==> src/rtl/button_pkg.sv <==
// Shared key indices, code widths and repeat-FSM states for the front-panel button path.
package button_pkg;

  localparam int NUM_KEYS   = 9;
  localparam int KEY_CODE_W = 4;

  localparam logic [KEY_CODE_W-1:0] KEY_AU   = 4'd0;
  localparam logic [KEY_CODE_W-1:0] KEY_DIS  = 4'd1;
  localparam logic [KEY_CODE_W-1:0] KEY_L    = 4'd2;
  localparam logic [KEY_CODE_W-1:0] KEY_R    = 4'd3;
  localparam logic [KEY_CODE_W-1:0] KEY_F    = 4'd4;
  localparam logic [KEY_CODE_W-1:0] KEY_PRH  = 4'd5;
  localparam logic [KEY_CODE_W-1:0] KEY_PRF  = 4'd6;
  localparam logic [KEY_CODE_W-1:0] KEY_PRC  = 4'd7;
  localparam logic [KEY_CODE_W-1:0] KEY_ICR  = 4'd8;
  localparam logic [KEY_CODE_W-1:0] KEY_NONE = 4'hF;

  typedef enum logic [1:0] {
    IDLE,
    HOLD,
    REPEAT
  } rpt_state_t;

  // Lowest set index wins; KEY_NONE when nothing is set.
  function automatic logic [KEY_CODE_W-1:0] first_key(input logic [NUM_KEYS-1:0] v);
    first_key = KEY_NONE;
    for (int i = NUM_KEYS - 1; i >= 0; i--) begin
      if (v[i]) first_key = KEY_CODE_W'(i);
    end
  endfunction

endpackage

==> src/rtl/key_repeat_timer.sv <==
// Auto-repeat FSM and counter for keys 0/1: HOLD_CYCLES to the first repeat, then every REPEAT_CYCLES.
module key_repeat_timer
  import button_pkg::*;
#(
  parameter int HOLD_CYCLES   = 50_000_000,
  parameter int REPEAT_CYCLES = 10_000_000
) (
  input  logic       i_clk,
  input  logic       i_reset,
  input  logic       i_start,
  input  logic       i_key,
  input  logic [1:0] i_level,
  input  logic       i_abort,
  output logic       o_repeat,
  output logic       o_key
);

  localparam int MAX_CYCLES = (HOLD_CYCLES > REPEAT_CYCLES) ? HOLD_CYCLES : REPEAT_CYCLES;
  localparam int CNT_W      = $clog2(MAX_CYCLES);
  localparam logic [CNT_W-1:0] HOLD_LAST   = CNT_W'(HOLD_CYCLES - 1);
  localparam logic [CNT_W-1:0] REPEAT_LAST = CNT_W'(REPEAT_CYCLES - 1);

  rpt_state_t       r_state, w_state_nxt;
  logic [CNT_W-1:0] r_cnt, w_cnt_nxt;
  logic             r_trk, w_trk_nxt;
  logic             w_repeat;
  logic             w_level;

  assign w_level  = i_level[r_trk];
  assign o_repeat = w_repeat;
  assign o_key    = r_trk;

  always_ff @(posedge i_clk) begin
    if (!i_reset) begin
      r_state <= IDLE;
      r_cnt   <= '0;
      r_trk   <= 1'b0;
    end else begin
      r_state <= w_state_nxt;
      r_cnt   <= w_cnt_nxt;
      r_trk   <= w_trk_nxt;
    end
  end

  // A fresh rise always overrides the timer, which also suppresses a coincident repeat.
  always_comb begin
    w_state_nxt = r_state;
    w_cnt_nxt   = r_cnt;
    w_trk_nxt   = r_trk;
    w_repeat    = 1'b0;
    if (i_start) begin
      w_state_nxt = HOLD;
      w_cnt_nxt   = '0;
      w_trk_nxt   = i_key;
    end else if (i_abort) begin
      w_state_nxt = IDLE;
      w_cnt_nxt   = '0;
    end else begin
      case (r_state)
        IDLE: begin
          w_cnt_nxt = '0;
        end
        HOLD: begin
          if (!w_level) begin
            w_state_nxt = IDLE;
            w_cnt_nxt   = '0;
          end else if (r_cnt == HOLD_LAST) begin
            w_repeat    = 1'b1;
            w_state_nxt = REPEAT;
            w_cnt_nxt   = '0;
          end else begin
            w_cnt_nxt = r_cnt + 1'b1;
          end
        end
        REPEAT: begin
          if (!w_level) begin
            w_state_nxt = IDLE;
            w_cnt_nxt   = '0;
          end else if (r_cnt == REPEAT_LAST) begin
            w_repeat  = 1'b1;
            w_cnt_nxt = '0;
          end else begin
            w_cnt_nxt = r_cnt + 1'b1;
          end
        end
        default: begin
          w_state_nxt = IDLE;
          w_cnt_nxt   = '0;
        end
      endcase
    end
  end

endmodule

==> src/rtl/button_event_encoder.sv <==
// Turns debounced button levels into single key events under valid/ready.
// Define AUTOREPEAT_EN to build the timed auto-repeat for keys 0 and 1.
module button_event_encoder
  import button_pkg::*;
#(
  parameter int HOLD_CYCLES   = 50_000_000,
  parameter int REPEAT_CYCLES = 10_000_000
) (
  input  logic                  i_clk,
  input  logic                  i_reset,
  input  logic [NUM_KEYS-1:0]   i_btn_lvl,
  input  logic                  i_evt_ready,
  output logic                  o_evt_valid,
  output logic [KEY_CODE_W-1:0] o_evt_code,
  output logic                  o_evt_rpt,
  output logic                  o_evt_ovf
);

  if (HOLD_CYCLES < 2 || REPEAT_CYCLES < 2) begin : g_bad_param
    $error("HOLD_CYCLES and REPEAT_CYCLES must both be at least 2");
  end

  logic [NUM_KEYS-1:0]   r_prev;
  logic                  r_evt_valid;
  logic [KEY_CODE_W-1:0] r_evt_code;
  logic                  r_evt_rpt;
  logic                  r_evt_ovf;

  logic [NUM_KEYS-1:0]   w_rise;
  logic                  w_rise_any;
  logic [KEY_CODE_W-1:0] w_win;
  logic                  w_load_ok;
  logic                  w_rpt_fire;
  logic [KEY_CODE_W-1:0] w_rpt_code;

  assign w_rise     = i_btn_lvl & ~r_prev;
  assign w_rise_any = |w_rise;
  assign w_win      = first_key(w_rise);
  assign w_load_ok  = ~r_evt_valid | i_evt_ready;

`ifdef AUTOREPEAT_EN
  logic w_start;
  logic w_abort;
  logic w_trk;

  assign w_start = w_rise_any & ((w_win == KEY_AU) | (w_win == KEY_DIS));
  assign w_abort = w_rise_any & ~w_start;

  key_repeat_timer #(
    .HOLD_CYCLES   (HOLD_CYCLES),
    .REPEAT_CYCLES (REPEAT_CYCLES)
  ) u_key_repeat_timer (
    .i_clk    (i_clk),
    .i_reset  (i_reset),
    .i_start  (w_start),
    .i_key    (w_win[0]),
    .i_level  (i_btn_lvl[1:0]),
    .i_abort  (w_abort),
    .o_repeat (w_rpt_fire),
    .o_key    (w_trk)
  );

  assign w_rpt_code = {3'b000, w_trk};
`else
  assign w_rpt_fire = 1'b0;
  assign w_rpt_code = KEY_NONE;
`endif

  // Reset preloads all-ones so a key held through reset must be released before it counts.
  always_ff @(posedge i_clk) begin
    if (!i_reset) begin
      r_prev      <= '1;
      r_evt_valid <= 1'b0;
      r_evt_code  <= KEY_NONE;
      r_evt_rpt   <= 1'b0;
      r_evt_ovf   <= 1'b0;
    end else begin
      r_prev <= i_btn_lvl;
      if (w_rise_any) begin
        if (w_load_ok) begin
          r_evt_valid <= 1'b1;
          r_evt_code  <= w_win;
          r_evt_rpt   <= 1'b0;
        end else begin
          r_evt_ovf <= 1'b1;
        end
      end else if (w_rpt_fire && w_load_ok) begin
        r_evt_valid <= 1'b1;
        r_evt_code  <= w_rpt_code;
        r_evt_rpt   <= 1'b1;
      end else if (r_evt_valid && i_evt_ready) begin
        r_evt_valid <= 1'b0;
        r_evt_code  <= KEY_NONE;
        r_evt_rpt   <= 1'b0;
      end
    end
  end

  assign o_evt_valid = r_evt_valid;
  assign o_evt_code  = r_evt_code;
  assign o_evt_rpt   = r_evt_rpt;
  assign o_evt_ovf   = r_evt_ovf;

endmodule

==> config.mk <==
export PLATFORM = sky130hd
export DESIGN_NAME = button_event_encoder
export DESIGN_NICKNAME = d
export VERILOG_FILES = /design/src/rtl/button_pkg.sv /design/src/rtl/key_repeat_timer.sv /design/src/rtl/button_event_encoder.sv
export SDC_FILE = /design/constraint.sdc
export NUM_CORES = 1
export LEC_CHECK = 0
export BUFFER_PORTS_ARGS = -buffer_cell sky130_fd_sc_hd__buf_2
export CORE_MARGIN = 2
export CORE_UTILIZATION = 43
export CTS_CLUSTER_DIAMETER = 40
export DETAILED_ROUTE_END_ITERATION = 12
export PLACE_DENSITY_LB_ADDON = 0.12
export SLEW_MARGIN = 20
export SYNTH_ARGS = -nofsm -noshare
export SYNTH_HDL_FRONTEND = slang
export SYNTH_SLANG_ARGS = --single-unit
==> constraint.sdc <==
create_clock -name i_clk -period 1.4 [get_ports i_clk]
set_input_delay 0.35 -clock i_clk [delete_from_list [all_inputs] [get_ports i_clk]]
set_output_delay 0.35 -clock i_clk [all_outputs]
set_load 0.05 [all_outputs]
==> results of run 1 <==
## cell families (layout without fill, tap and decap cells)
| family | count (synthesis) | in the layout | share of synthesized area |
|---|---|---|---|
| flops | 15 | 15 | 0.446 |
| other cells | 1 | 1 | 0.00557 |
| buf+inv | 3 | 32 | 0.0223 |
| compound gates | 10 | 10 | 0.138 |
| simple gates | 38 | 38 | 0.388 |
## worst max-delay path: stages, from the launching register on
cell                       delay [ns]
sky130_fd_sc_hd__dfxtp_2         0.32
sky130_fd_sc_hd__nand2b_4        0.12
sky130_fd_sc_hd__nand4_4         0.11
sky130_fd_sc_hd__o41a_1          0.47
sky130_fd_sc_hd__o21ai_1         0.16
sky130_fd_sc_hd__nand2_1         0.06
## metal layers
metal / vias to the layer above / routed length [um] / global-route usage / part of all wire
met5: - / 0 / 0 / 0
met4: 0 / 48 / 0.145 / 0.042
met3: 5 / 54 / 0.0250 / 0.047
met2: 16 / 527 / 0.229 / 0.46
met1: 242 / 512 / 0.202 / 0.45
li1: 282 / - / - / -
## final cells by class
class / count / area, sq um
Timing Repair Buffer: 27 / 160
Sequential cell: 15 / 304
Inverter: 1 / 3.75
Multi-Input combinational cell: 49 / 363
Clock buffer: 4 / 26.3
Tap cell: 16 / 20.0
Fill cell: 139 / 612
## cell usage in the layout (no fill, tap or decap), drive strengths merged, types with 2 or more instances in the layout
| cell | count |
|---|---|
| dfxtp | 15 |
| nand4 | 3 |
| buf | 27 |
| o21ai | 3 |
| nand3 | 4 |
| clkbuf | 4 |
| nand2b | 20 |
| nand2 | 4 |
| nor2b | 3 |
| nor2 | 3 |
| o21a | 2 |
## registers in the layout (all words and copies together), names as in the netlist
register and count:
o_evt_code 4, o_evt_ovf 1, r_prev 9, o_evt_valid 1
## power by group
part           switching, mW  internal [mW]  total (mW)
clock network          0.140          0.111       0.251
registers             0.0143          0.460       0.475
logic                  0.147         0.0996       0.246
total                  0.301          0.671       0.972
## through the flow
step / setup TNS (ns) / power [mW] / setup WS (ns)
after global routing: -0.0471 / 1.03 / -0.0264
after floorplan: 0 / 0.656 / 0.0589
after global placement: -0.312 / 0.726 / -0.0862
after CTS: 0 / 0.986 / 0.0158
after detailed placement: -0.441 / 0.730 / -0.128
final: 0 / 0.972 / 0.0591
## how the worst max path moves through the flow
| stage | endpoint | cells past startpoint | slack [ns] | start |
|---|---|---|---|---|
| finish | o_evt_code[3] | 5 | 0.06 | r_prev[0] |
| global route | o_evt_code[2] | 5 | -0.03 | r_prev[3] |
| global placement | o_evt_code[3] | 6 | -0.09 | i_btn_lvl[6] |
| detailed placement | o_evt_code[1] | 6 | -0.13 | i_btn_lvl[6] |
| CTS | o_evt_code[1] | 5 | 0.02 | r_prev[7] |
| floorplan | o_evt_code[1] | 5 | 0.06 | i_btn_lvl[6] |
## repair_timing
item,in CTS,in global routing
pin swaps,1,8
resized for setup,0,4
hold buffers,0,0
endpoints found under the setup margin,2,5
setup buffers,0,1
==> tab_implementation.tex, run 1 <==
\begin{tabular}{lr}
\hline
Metric & Value \\
\hline
\multicolumn{2}{l}{\textbf{Die}} \\
Ports & 19 \\
Die Outline Area & 0.00190 sq mm \\
Site row count & 14 \\
Die width & between 40 and 50 um \\
Initial core utilization & 0.452 \\
Core Region & between 0.001 and 0.0015 sq mm \\
Die height & approximately 44 um \\
\multicolumn{2}{l}{\textbf{Yosys}} \\
Cell types with the largest area share after synthesis & sky130\_fd\_sc\_hd\_\_dfxtp\_1 (45\%), sky130\_fd\_sc\_hd\_\_nand2b\_1 (12\%), sky130\_fd\_sc\_hd\_\_nand2b\_4 (6.1\%) \\
Synth area leader & sky130\_fd\_sc\_hd\_\_dfxtp\_1 \\
Number of nets produced by synthesis & roughly 80 \\
Post-Synthesis Cells & 67 \\
Count of flip-flops with a built-in enable after synthesis & 0 \\
Flip-flop and latch count after synthesis & 15 \\
Portion of synthesized cell area occupied by the leading cell type & 0.446 \\
Average cell area after synthesis & 10.0 sq um \\
Share of the yosys chip area belonging to registers & 0.446 \\
Synth cell count leaders & sky130\_fd\_sc\_hd\_\_dfxtp\_1 (15), sky130\_fd\_sc\_hd\_\_nand2b\_1 (13), sky130\_fd\_sc\_hd\_\_nand2\_1 (4), sky130\_fd\_sc\_hd\_\_nand2b\_2 (4), sky130\_fd\_sc\_hd\_\_nand3\_1 (4) \\
Top-count cell post-synth & sky130\_fd\_sc\_hd\_\_dfxtp\_1 \\
Async set-reset flop share out of synthesis & 0 \\
Synth unique cells & 23 \\
Most common flop cell mapped by yosys & sky130\_fd\_sc\_hd\_\_dfxtp\_1 \\
Total standard cell area after synthesis & slightly below 700 sq um \\
Synth warnings & 0 \\
\multicolumn{2}{l}{\textbf{Global route}} \\
Number of antenna violations at the first check in global routing & 0 \\
Overflow after GRT & 0 \\
Pin count of the biggest net entering global routing & 16 \\
Wire length of the first global-routing pass & about 2200 um \\
Total track usage & 0.159 \\
Vias in the first global route & 506 \\
\multicolumn{2}{l}{\textbf{Clocking}} \\
Level count of the clock H-tree & 1 \\
Number of buffers added by the clock tree synthesis step & 3 \\
Reg clk slew, reported paths & $\sim$0.090 ns \\
Clock latency of the later-clocked register in the worst-skew pair & approximately 0.29 ns \\
TritonCTS clock tree & done \\
CTS Buffer Depth & 2 \\
Number of sinks on the clock net & 15 \\
Root buffer selected by CTS & sky130\_fd\_sc\_hd\_\_clkbuf\_4 \\
\multicolumn{2}{l}{\textbf{Placed design}} \\
Cell count after placement & 107 \\
Routability congestion estimate & between 0.7 and 0.8 \\
Placed cell areas & between 800 and 900 sq um \\
Dpl hpwl & 887 um \\
IO buf count & 17 \\
\multicolumn{2}{l}{\textbf{Timing}} \\
Clock Skews & 0.00343 ns \\
RSZ-0062 raised after global routing & true \\
Final cycle utilization of the critical path & 0.958 \\
Count of endpoints failing hold in the final timing report & 0 \\
Post-Route Hold Slack & about 0.27 ns \\
Max Clock Freq & 746 MHz \\
Minimum clock period after layout & 1.34 ns \\
Max-slew violation total from the final report & 0 \\
Final setup viols & 0 \\
\multicolumn{2}{l}{\textbf{Run status}} \\
Run status & finished clean \\
\multicolumn{2}{l}{\textbf{Route}} \\
Final WL & around 1100 um \\
\# DRC & 0 \\
Number of routed nets with antenna violations & 0 \\
Number of design-rule violations left by the first detailed-router iteration & 5 \\
Count of TritonRoute iterations in the first routing pass & 4 \\
Routed wire length per instance & 10.2 um \\
Avg Vias per Cell & about 4.9 \\
Number of vias after detailed routing & 545 \\
\multicolumn{2}{l}{\textbf{Final layout}} \\
Post-layout net count & around 110 \\
Fraction of final layout cells sized beyond drive strength 1 & 0.448 \\
Antenna diode count & 0 \\
Final non-filler cell area & 877 sq um \\
Fraction of the core area covered by cells at the end of the flow & 0.589 \\
Area growth from synthesis to layout & 30.3\% \\
Non-filler instance count after layout & around 110 \\
\multicolumn{2}{l}{\textbf{Power}} \\
IR Drop Worst-Case VDD & about 0.62 mV \\
Leakage power of the design & between 0.3 and 0.4 nW \\
PD cells & between 1000 and 1500 mW/mm\^{}2 \\
\multicolumn{2}{l}{\textbf{Worst setup path}} \\
Reg-to-reg endpoint & o\_evt\_code[3] \\
Critical Path Fanout Max & 7 \\
Register-to-Register Path Depth & 5 \\
Critical path data required time & approximately 1.6 ns \\
Crit path kind & reg2reg \\
Type of element capturing the critical path & register \\
Endpoint arrival time on the critical path & around 1.5 ns \\
Reg-to-reg startpoint & r\_prev[0] \\
Setup slack, reg-to-reg & around 0.059 ns \\
Worst setup SP type & register \\
\multicolumn{2}{l}{\textbf{Worst hold path}} \\
Worst min-delay path class & in2reg \\
Origin of the worst min-delay path & i\_btn\_lvl[2] \\
Hold Path End & r\_prev[2] \\
Cell depth of the worst hold path & 2 \\
\multicolumn{2}{l}{\textbf{Run}} \\
Max capacitance violation total & 0 \\
\hline
\end{tabular}
No activity file was read; power rests on OpenSTA's default activity.
==> inputs of run 2 (changes only) <==
- ABC_AREA: not set -> 1
- CORE_UTILIZATION: 43 -> 44
==> tab_implementation.tex, run 2 <==
\begin{tabular}{lr}
\hline
Metric & Value \\
\hline
\multicolumn{2}{l}{\textbf{Worst setup path}} \\
Critical path data required time & 1.05 ns (-0.53 ns) \\
CP delay by family, top & flip-flops \\
Worst setup SP type & register \\
Buffers and inverters on the worst path & 1 (+1) \\
Cell breakdown of the critical path & buf\_2 \\
CP peak stage delay & 0.36 ns (-0.11 ns) \\
Critical Path Fanout Max & 2 (-5) \\
Crit path kind & reg2out \\
Endpoint arrival time on the critical path & 0.90 ns (-0.62 ns) \\
Type of element capturing the critical path & output port \\
Setup slack, reg-to-reg & 0.22 ns (+0.16 ns) \\
Worst path slowest cell & sky130\_fd\_sc\_hd\_\_dfxtp\_1 \\
\multicolumn{2}{l}{\textbf{Route}} \\
Number of routed nets with antenna violations & 0 (unchanged) \\
Number of vias after detailed routing & 547 (+0.37\%) \\
Routed wire length per instance & 8.64 um (-15\%) \\
Final WL & 1060 um (-6.9\%) \\
\# DRC & 0 (unchanged) \\
Avg Vias per Cell & 4.45 (-8.6\%) \\
Number of design-rule violations left by the first detailed-router iteration & 4 (-1) \\
Count of TritonRoute iterations in the first routing pass & 4 (unchanged) \\
\multicolumn{2}{l}{\textbf{Timing}} \\
Count of endpoints failing hold in the final timing report & 0 (unchanged) \\
Max-slew violation total from the final report & 0 (unchanged) \\
Max Clock Freq & 799 MHz (+7.1\%) \\
Clock Skews & 0.00461 ns (+0.00118 ns) \\
Setup\_tns & 0 ns (unchanged) \\
Post-Route Hold Slack & 0.259 ns (-0.00783 ns) \\
RSZ-0062 raised after global routing & false \\
Final cycle utilization of the critical path & 0.894 (-0.0639) \\
Minimum clock period after layout & 1.25 ns (-0.0894 ns) \\
Worst Slack Setup Final & 0.149 ns (+0.0894 ns) \\
Final setup viols & 0 (unchanged) \\
\multicolumn{2}{l}{\textbf{Global route}} \\
Number of antenna violations at the first check in global routing & 0 (unchanged) \\
Total track usage & 0.136 (-0.0234) \\
Wire length of the first global-routing pass & 1890 um (-12\%) \\
Pin count of the biggest net entering global routing & 11 (-5) \\
Overflow after GRT & 0 (unchanged) \\
Vias in the first global route & 494 (-2.4\%) \\
\multicolumn{2}{l}{\textbf{Yosys}} \\
Average cell area after synthesis & 7.95 sq um (-21\%) \\
Post-Synthesis Cells & 87 (+30\%) \\
Async set-reset flop share out of synthesis & 0 (unchanged) \\
Cell types with the largest area share after synthesis & sky130\_fd\_sc\_hd\_\_dfxtp\_1 (43\%), sky130\_fd\_sc\_hd\_\_nand2\_2 (9.9\%), sky130\_fd\_sc\_hd\_\_nand2\_1 (8.1\%) \\
Flip-flop and latch count after synthesis & 15 (unchanged) \\
Synth unique cells & 17 (-26\%) \\
Portion of synthesized cell area occupied by the leading cell type & 0.434 (-0.0121) \\
Synth cell count leaders & sky130\_fd\_sc\_hd\_\_dfxtp\_1 (15), sky130\_fd\_sc\_hd\_\_nand2\_1 (15), sky130\_fd\_sc\_hd\_\_inv\_1 (13) \\
Number of nets produced by synthesis & 99 (+25\%) \\
Most common flop cell mapped by yosys & sky130\_fd\_sc\_hd\_\_dfxtp\_1 \\
Synth area leader & sky130\_fd\_sc\_hd\_\_dfxtp\_1 \\
Synth warnings & 0 (unchanged) \\
Count of flip-flops with a built-in enable after synthesis & 0 (unchanged) \\
Total standard cell area after synthesis & 692 sq um (+2.8\%) \\
Share of the yosys chip area belonging to registers & 0.434 (-0.0121) \\
\multicolumn{2}{l}{\textbf{Power}} \\
Combinational Power Share & 0.266 (+0.012) \\
Sequential cell fraction of total power & 0.486 (-0.003) \\
Net Sw Power & 328 uW (+9.1\%) \\
Proportion of power drawn by the clock network & 0.247 (-0.011) \\
Int Pwr & 651 uW (-3.0\%) \\
PnR Total Power & 979 uW (+0.73\%) \\
Switching power as a share of total power & 0.335 (+0.0257) \\
Leakage power of the design & 0.459 nW (+16\%) \\
PD cells & 1200 mW/mm\^{}2 (+8.1\%) \\
IR Drop Worst-Case VDD & 0.780 mV (+25\%) \\
\multicolumn{2}{l}{\textbf{Clocking}} \\
Resized cells post-CTS & 0 (unchanged) \\
Number of buffers added by the clock tree synthesis step & 3 (unchanged) \\
Post-CTS setup-driven buffer insertion count & 0 (unchanged) \\
Number of sinks on the clock net & 15 (unchanged) \\
Reg clk slew, reported paths & 0.09 ns (about the same) \\
TritonCTS clock tree & done \\
Clock latency of the later-clocked register in the worst-skew pair & 0.28 ns (about the same) \\
Root buffer selected by CTS & sky130\_fd\_sc\_hd\_\_clkbuf\_4 \\
Level count of the clock H-tree & 1 (unchanged) \\
Total of hold buffers inserted after clock tree synthesis & 0 (unchanged) \\
CTS Buffer Depth & 2 (unchanged) \\
\multicolumn{2}{l}{\textbf{Die}} \\
Site row count & 14 (unchanged) \\
Die Outline Area & 0.00191 sq mm (+0.41\%) \\
Core Region & 0.00149 sq mm (unchanged) \\
Initial core utilization & 0.465 (+0.0126) \\
Die width & 43.7 um (+0.21\%) \\
Die height & 43.7 um (+0.21\%) \\
Ports & 19 (unchanged) \\
\multicolumn{2}{l}{\textbf{Final layout}} \\
Area growth from synthesis to layout & 18.1\% \\
Antenna diode count & 0 (unchanged) \\
Most common cell after layout, fill and taps aside & sky130\_fd\_sc\_hd\_\_buf\_2 \\
Non-filler instance count after layout & 123 (+9.8\%) \\
Most flop-heavy register & r\_prev \\
Post-layout net count & 120 (+10\%) \\
Final non-filler cell area & 817 sq um (-6.8\%) \\
Fraction of the core area covered by cells at the end of the flow & 0.549 (-0.0403) \\
Flip-flop count of the largest register, all copies and words added & 9 (unchanged) \\
Most frequent cells in the layout & sky130\_fd\_sc\_hd\_\_buf\_2 (17), sky130\_fd\_sc\_hd\_\_nand2\_1 (15), sky130\_fd\_sc\_hd\_\_dfxtp\_1 (15), sky130\_fd\_sc\_hd\_\_inv\_1 (13), sky130\_fd\_sc\_hd\_\_nand2\_2 (11) \\
Fraction of final layout cells sized beyond drive strength 1 & 0.421 (-0.0274) \\
\multicolumn{2}{l}{\textbf{Placed design}} \\
Cell count after placement & 119 (+11\%) \\
Placement-stage worst setup slack & 0.0855 ns (+0.213 ns) \\
Routability congestion estimate & 0.802 (+14\%) \\
Placed cell areas & 790 sq um (-5.4\%) \\
Dpl hpwl & 867 um (-2.3\%) \\
IO buf count & 17 (unchanged) \\
\multicolumn{2}{l}{\textbf{Run}} \\
Max capacitance violation total & 0 (unchanged) \\
\multicolumn{2}{l}{\textbf{Run status}} \\
Run status & finished clean \\
\multicolumn{2}{l}{\textbf{Worst hold path}} \\
Worst min-delay path class & in2reg \\
\hline
\end{tabular}
[run 2: cell count changes in the layout (fill, tap and decap cells not counted), moves of 4 or more]
cell                       change
sky130_fd_sc_hd__nand2b_1     -13
sky130_fd_sc_hd__or2_2         +8
sky130_fd_sc_hd__inv_1        +12
sky130_fd_sc_hd__nand2_1      +11
sky130_fd_sc_hd__nand2b_4      -4
sky130_fd_sc_hd__nand3_1       +5
sky130_fd_sc_hd__nand2_2      +11
sky130_fd_sc_hd__buf_4        -10
[run 2: kinds of logic (layout without fill, tap and decap cells)]
kind of cell	after synthesis	count (layout)	share of synthesized area
AOI/OAI and AO/OA	3	3	0.0271
DFF	15	15	0.434
and+or+nand+nor	54	54	0.452
other	1	1	0.00542
buffers and inverters	14	34	0.0814
[run 2: layout make-up]
cell class              count  area [sq um]
clock buffers               3          22.5
well taps                  16          20.0
multi-input cells          58           335
inverters                  13          48.8
flip-flops and latches     15           300
clock inverters             1          5.00
repair buffers             17          85.1
fillers                   165           672
[run 2: power by group through the flow]
| stage | Clock [mW] | Sequential (mW) | Combinational, mW |
|---|---|---|---|
| after global routing | 0.277 | 0.480 | 0.285 |
| final | 0.242 | 0.476 | 0.261 |
| after floorplan | 0 | 0.559 | 0.132 |
| after global placement | 0 | 0.486 | 0.260 |
| after CTS | 0.255 | 0.476 | 0.264 |
| after detailed placement | 0 | 0.486 | 0.264 |
[run 2: final timing paths]
path | startpoint | end | depth (start not counted)
worst max-delay path | o_evt_code[0] | o_evt_code[0] | 1
worst min-delay path | i_btn_lvl[8] | r_prev[8] | 3
worst max register to register | r_prev[3] | o_evt_code[3] | 9
worst min register to register | o_evt_ovf | o_evt_ovf | 2
[run 2: routing by layer]
metal / vias to the layer above / track usage / wire length, um
li1: 302 / - / -
met1: 233 / 0.172 / 525
met2: 10 / 0.209 / 484
met3: 2 / 0.0250 / 42
met4: 0 / 0.0909 / 10
met5: - / 0 / 0
==> inputs of run 3 (changes only) <==
- CAP_MARGIN: not set -> 20
- CTS_BUF_LIST: not set -> sky130_fd_sc_hd__clkbuf_8 sky130_fd_sc_hd__clkbuf_16
==> tab_implementation.tex, run 3 (synthesis results as in run 2) <==
\begin{tabular}{lr}
\hline
Metric & Value \\
\hline
\multicolumn{2}{l}{\textbf{Worst setup path}} \\
Type of element capturing the critical path & output port \\
Worst setup SP type & register \\
CP delay by family, top & flip-flops \\
Cell breakdown of the critical path & buf\_2 \\
Reg-to-reg endpoint & o\_evt\_code[3] \\
Register-to-Register Path Depth & 9 (unchanged) \\
Reg-to-reg startpoint & r\_prev[3] \\
Setup slack, reg-to-reg & 0.22 ns (about the same) \\
Critical Path Fanout Max & 2 (unchanged) \\
CP peak stage delay & 0.35 ns (about the same) \\
Critical path data required time & 1.05 ns (about the same) \\
Buffers and inverters on the worst path & 1 (unchanged) \\
Worst path slowest cell & sky130\_fd\_sc\_hd\_\_dfxtp\_1 \\
Crit path kind & reg2out \\
Endpoint arrival time on the critical path & 0.86 ns (-0.04 ns) \\
\multicolumn{2}{l}{\textbf{Global route}} \\
Overflow after GRT & 0 (unchanged) \\
Total track usage & 0.145 (+0.00946) \\
Number of antenna violations at the first check in global routing & 0 (unchanged) \\
Vias in the first global route & 512 (+3.6\%) \\
Pin count of the biggest net entering global routing & 11 (unchanged) \\
Wire length of the first global-routing pass & 2010 um (+6.2\%) \\
\multicolumn{2}{l}{\textbf{Power}} \\
Sequential cell fraction of total power & 0.440 (-0.046) \\
Leakage power of the design & 0.467 nW (+1.7\%) \\
Combinational Power Share & 0.242 (-0.024) \\
PD cells & 1300 mW/mm\^{}2 (+8.2\%) \\
PnR Total Power & 1.08 mW (+11\%) \\
Proportion of power drawn by the clock network & 0.318 (+0.071) \\
Switching power as a share of total power & 0.315 (-0.0205) \\
Net Sw Power & 341 uW (+3.9\%) \\
IR Drop Worst-Case VDD & 0.919 mV (+18\%) \\
Int Pwr & 742 uW (+14\%) \\
\multicolumn{2}{l}{\textbf{Final layout}} \\
Antenna diode count & 0 (unchanged) \\
Most common cell after layout, fill and taps aside & sky130\_fd\_sc\_hd\_\_buf\_2 \\
Post-layout net count & 120 (unchanged) \\
Most flop-heavy register & r\_prev \\
Fraction of final layout cells sized beyond drive strength 1 & 0.421 (unchanged) \\
Most frequent cells in the layout & sky130\_fd\_sc\_hd\_\_buf\_2 (17), sky130\_fd\_sc\_hd\_\_nand2\_1 (15), sky130\_fd\_sc\_hd\_\_dfxtp\_1 (15), sky130\_fd\_sc\_hd\_\_inv\_1 (13), sky130\_fd\_sc\_hd\_\_nand2\_2 (11) \\
Final non-filler cell area & 836 sq um (+2.3\%) \\
Number of inserted filler cells in the final layout & 160 (-3.0\%) \\
Area growth from synthesis to layout & 20.8\% \\
Flip-flop count of the largest register, all copies and words added & 9 (unchanged) \\
\multicolumn{2}{l}{\textbf{Placed design}} \\
IO buf count & 17 (unchanged) \\
Placed cell areas & 790 sq um (unchanged) \\
Routability congestion estimate & 0.802 (unchanged) \\
Dpl hpwl & 867 um (unchanged) \\
\multicolumn{2}{l}{\textbf{Timing}} \\
Post-Route Hold Slack & 0.296 ns (+0.0374 ns) \\
Setup\_tns & 0 ns (unchanged) \\
Final setup viols & 0 (unchanged) \\
RSZ-0062 raised after global routing & false \\
Final cycle utilization of the critical path & 0.861 (-0.0329) \\
Clock Skews & 0.00359 ns (-0.00102 ns) \\
Minimum clock period after layout & 1.21 ns (-0.0461 ns) \\
Count of endpoints failing hold in the final timing report & 0 (unchanged) \\
Max Clock Freq & 830 MHz (+3.8\%) \\
Max-slew violation total from the final report & 0 (unchanged) \\
\multicolumn{2}{l}{\textbf{Worst hold path}} \\
Origin of the worst min-delay path & i\_btn\_lvl[8] \\
Hold Path End & r\_prev[8] \\
Worst min-delay path class & in2reg \\
Cell depth of the worst hold path & 3 (unchanged) \\
\multicolumn{2}{l}{\textbf{Route}} \\
Number of vias after detailed routing & 548 (+0.18\%) \\
Avg Vias per Cell & 4.46 (+0.18\%) \\
Number of routed nets with antenna violations & 0 (unchanged) \\
Final WL & 1110 um (+4.7\%) \\
Count of TritonRoute iterations in the first routing pass & 2 (-2) \\
Routed wire length per instance & 9.05 um (+4.7\%) \\
\# DRC & 0 (unchanged) \\
Number of design-rule violations left by the first detailed-router iteration & 1 (-3) \\
\multicolumn{2}{l}{\textbf{Clocking}} \\
Resized cells post-CTS & 0 (unchanged) \\
Number of sinks on the clock net & 15 (unchanged) \\
CTS Buffer Depth & 2 (unchanged) \\
Reg clk slew, reported paths & 0.06 ns (-0.03 ns) \\
Post-CTS setup-driven buffer insertion count & 0 (unchanged) \\
Root buffer selected by CTS & sky130\_fd\_sc\_hd\_\_clkbuf\_8 \\
Number of buffers added by the clock tree synthesis step & 3 (unchanged) \\
Clock latency of the later-clocked register in the worst-skew pair & 0.24 ns (-0.04 ns) \\
TritonCTS clock tree & done \\
Total of hold buffers inserted after clock tree synthesis & 0 (unchanged) \\
Level count of the clock H-tree & 1 (unchanged) \\
\multicolumn{2}{l}{\textbf{Run}} \\
Max capacitance violation total & 0 (unchanged) \\
\multicolumn{2}{l}{\textbf{Run status}} \\
Run status & finished clean \\
\multicolumn{2}{l}{\textbf{Die}} \\
Die height & 43.7 um (unchanged) \\
Ports & 19 (unchanged) \\
Die width & 43.7 um (unchanged) \\
Die Outline Area & 0.00191 sq mm (unchanged) \\
Site row count & 14 (unchanged) \\
Core Region & 0.00149 sq mm (unchanged) \\
Initial core utilization & 0.465 (unchanged) \\
\hline
\end{tabular}
-- run 3: cell counts in the layout (fill, tap and decap cells not counted) --
No cell type changed its count.
-- run 3: through the flow --
step | cells | setup slack, ns | utilization
6_report | 123 | 0.195 | 0.561
5_1_grt | 123 | 0.0856 | 0.561
4_1_cts | 123 | 0.186 | 0.561
3_5_place_dp | 119 | 0.0855 | 0.530
3_3_place_gp | 119 | 0.115 | 0.530
2_1_floorplan | 87 | 0.192 | -
-- run 3: worst max path at each step --
| stage | from | endpoint | slack, ns | cells after the start |
|---|---|---|---|---|
| floorplan | o_evt_valid | o_evt_code[3] | 0.19 | 5 |
| global placement | i_btn_lvl[3] | o_evt_code[3] | 0.12 | 9 |
| detailed placement | i_btn_lvl[1] | o_evt_code[3] | 0.09 | 9 |
| CTS | o_evt_code[0] | o_evt_code[0] | 0.19 | 1 |
| global route | r_prev[1] | o_evt_code[3] | 0.09 | 9 |
| finish | o_evt_code[0] | o_evt_code[0] | 0.19 | 1 |
-- run 3: final cells by class --
cell class / instances / area [sq um] / share of cell area
Clock buffer: 3 / 41.3 / 0.0494
Timing Repair Buffer: 17 / 85.1 / 0.102
Sequential cell: 15 / 300 / 0.359
Tap cell: 16 / 20.0 / 0.0240
Multi-Input combinational cell: 58 / 335 / 0.401
Inverter: 13 / 48.8 / 0.0584
Clock inverter: 1 / 5.00 / 0.00599
-- run 3: metal layers --
layer | vias to the layer above | GRT usage | part of all wire
met5 | - | 0 | 0
met4 | 0 | 0.0727 | 0.0072
met3 | 2 | 0.0375 | 0.041
met2 | 10 | 0.241 | 0.49
met1 | 236 | 0.172 | 0.46
li1 | 300 | - | -
-- run 3: power by group through the flow --
stage | clock, mW | combinational, mW | sequential [mW]
finish | 0.344 | 0.262 | 0.477
global route | 0.379 | 0.287 | 0.480
CTS | 0.356 | 0.266 | 0.477
detailed placement | 0 | 0.264 | 0.486
global placement | 0 | 0.260 | 0.486
floorplan | 0 | 0.132 | 0.559
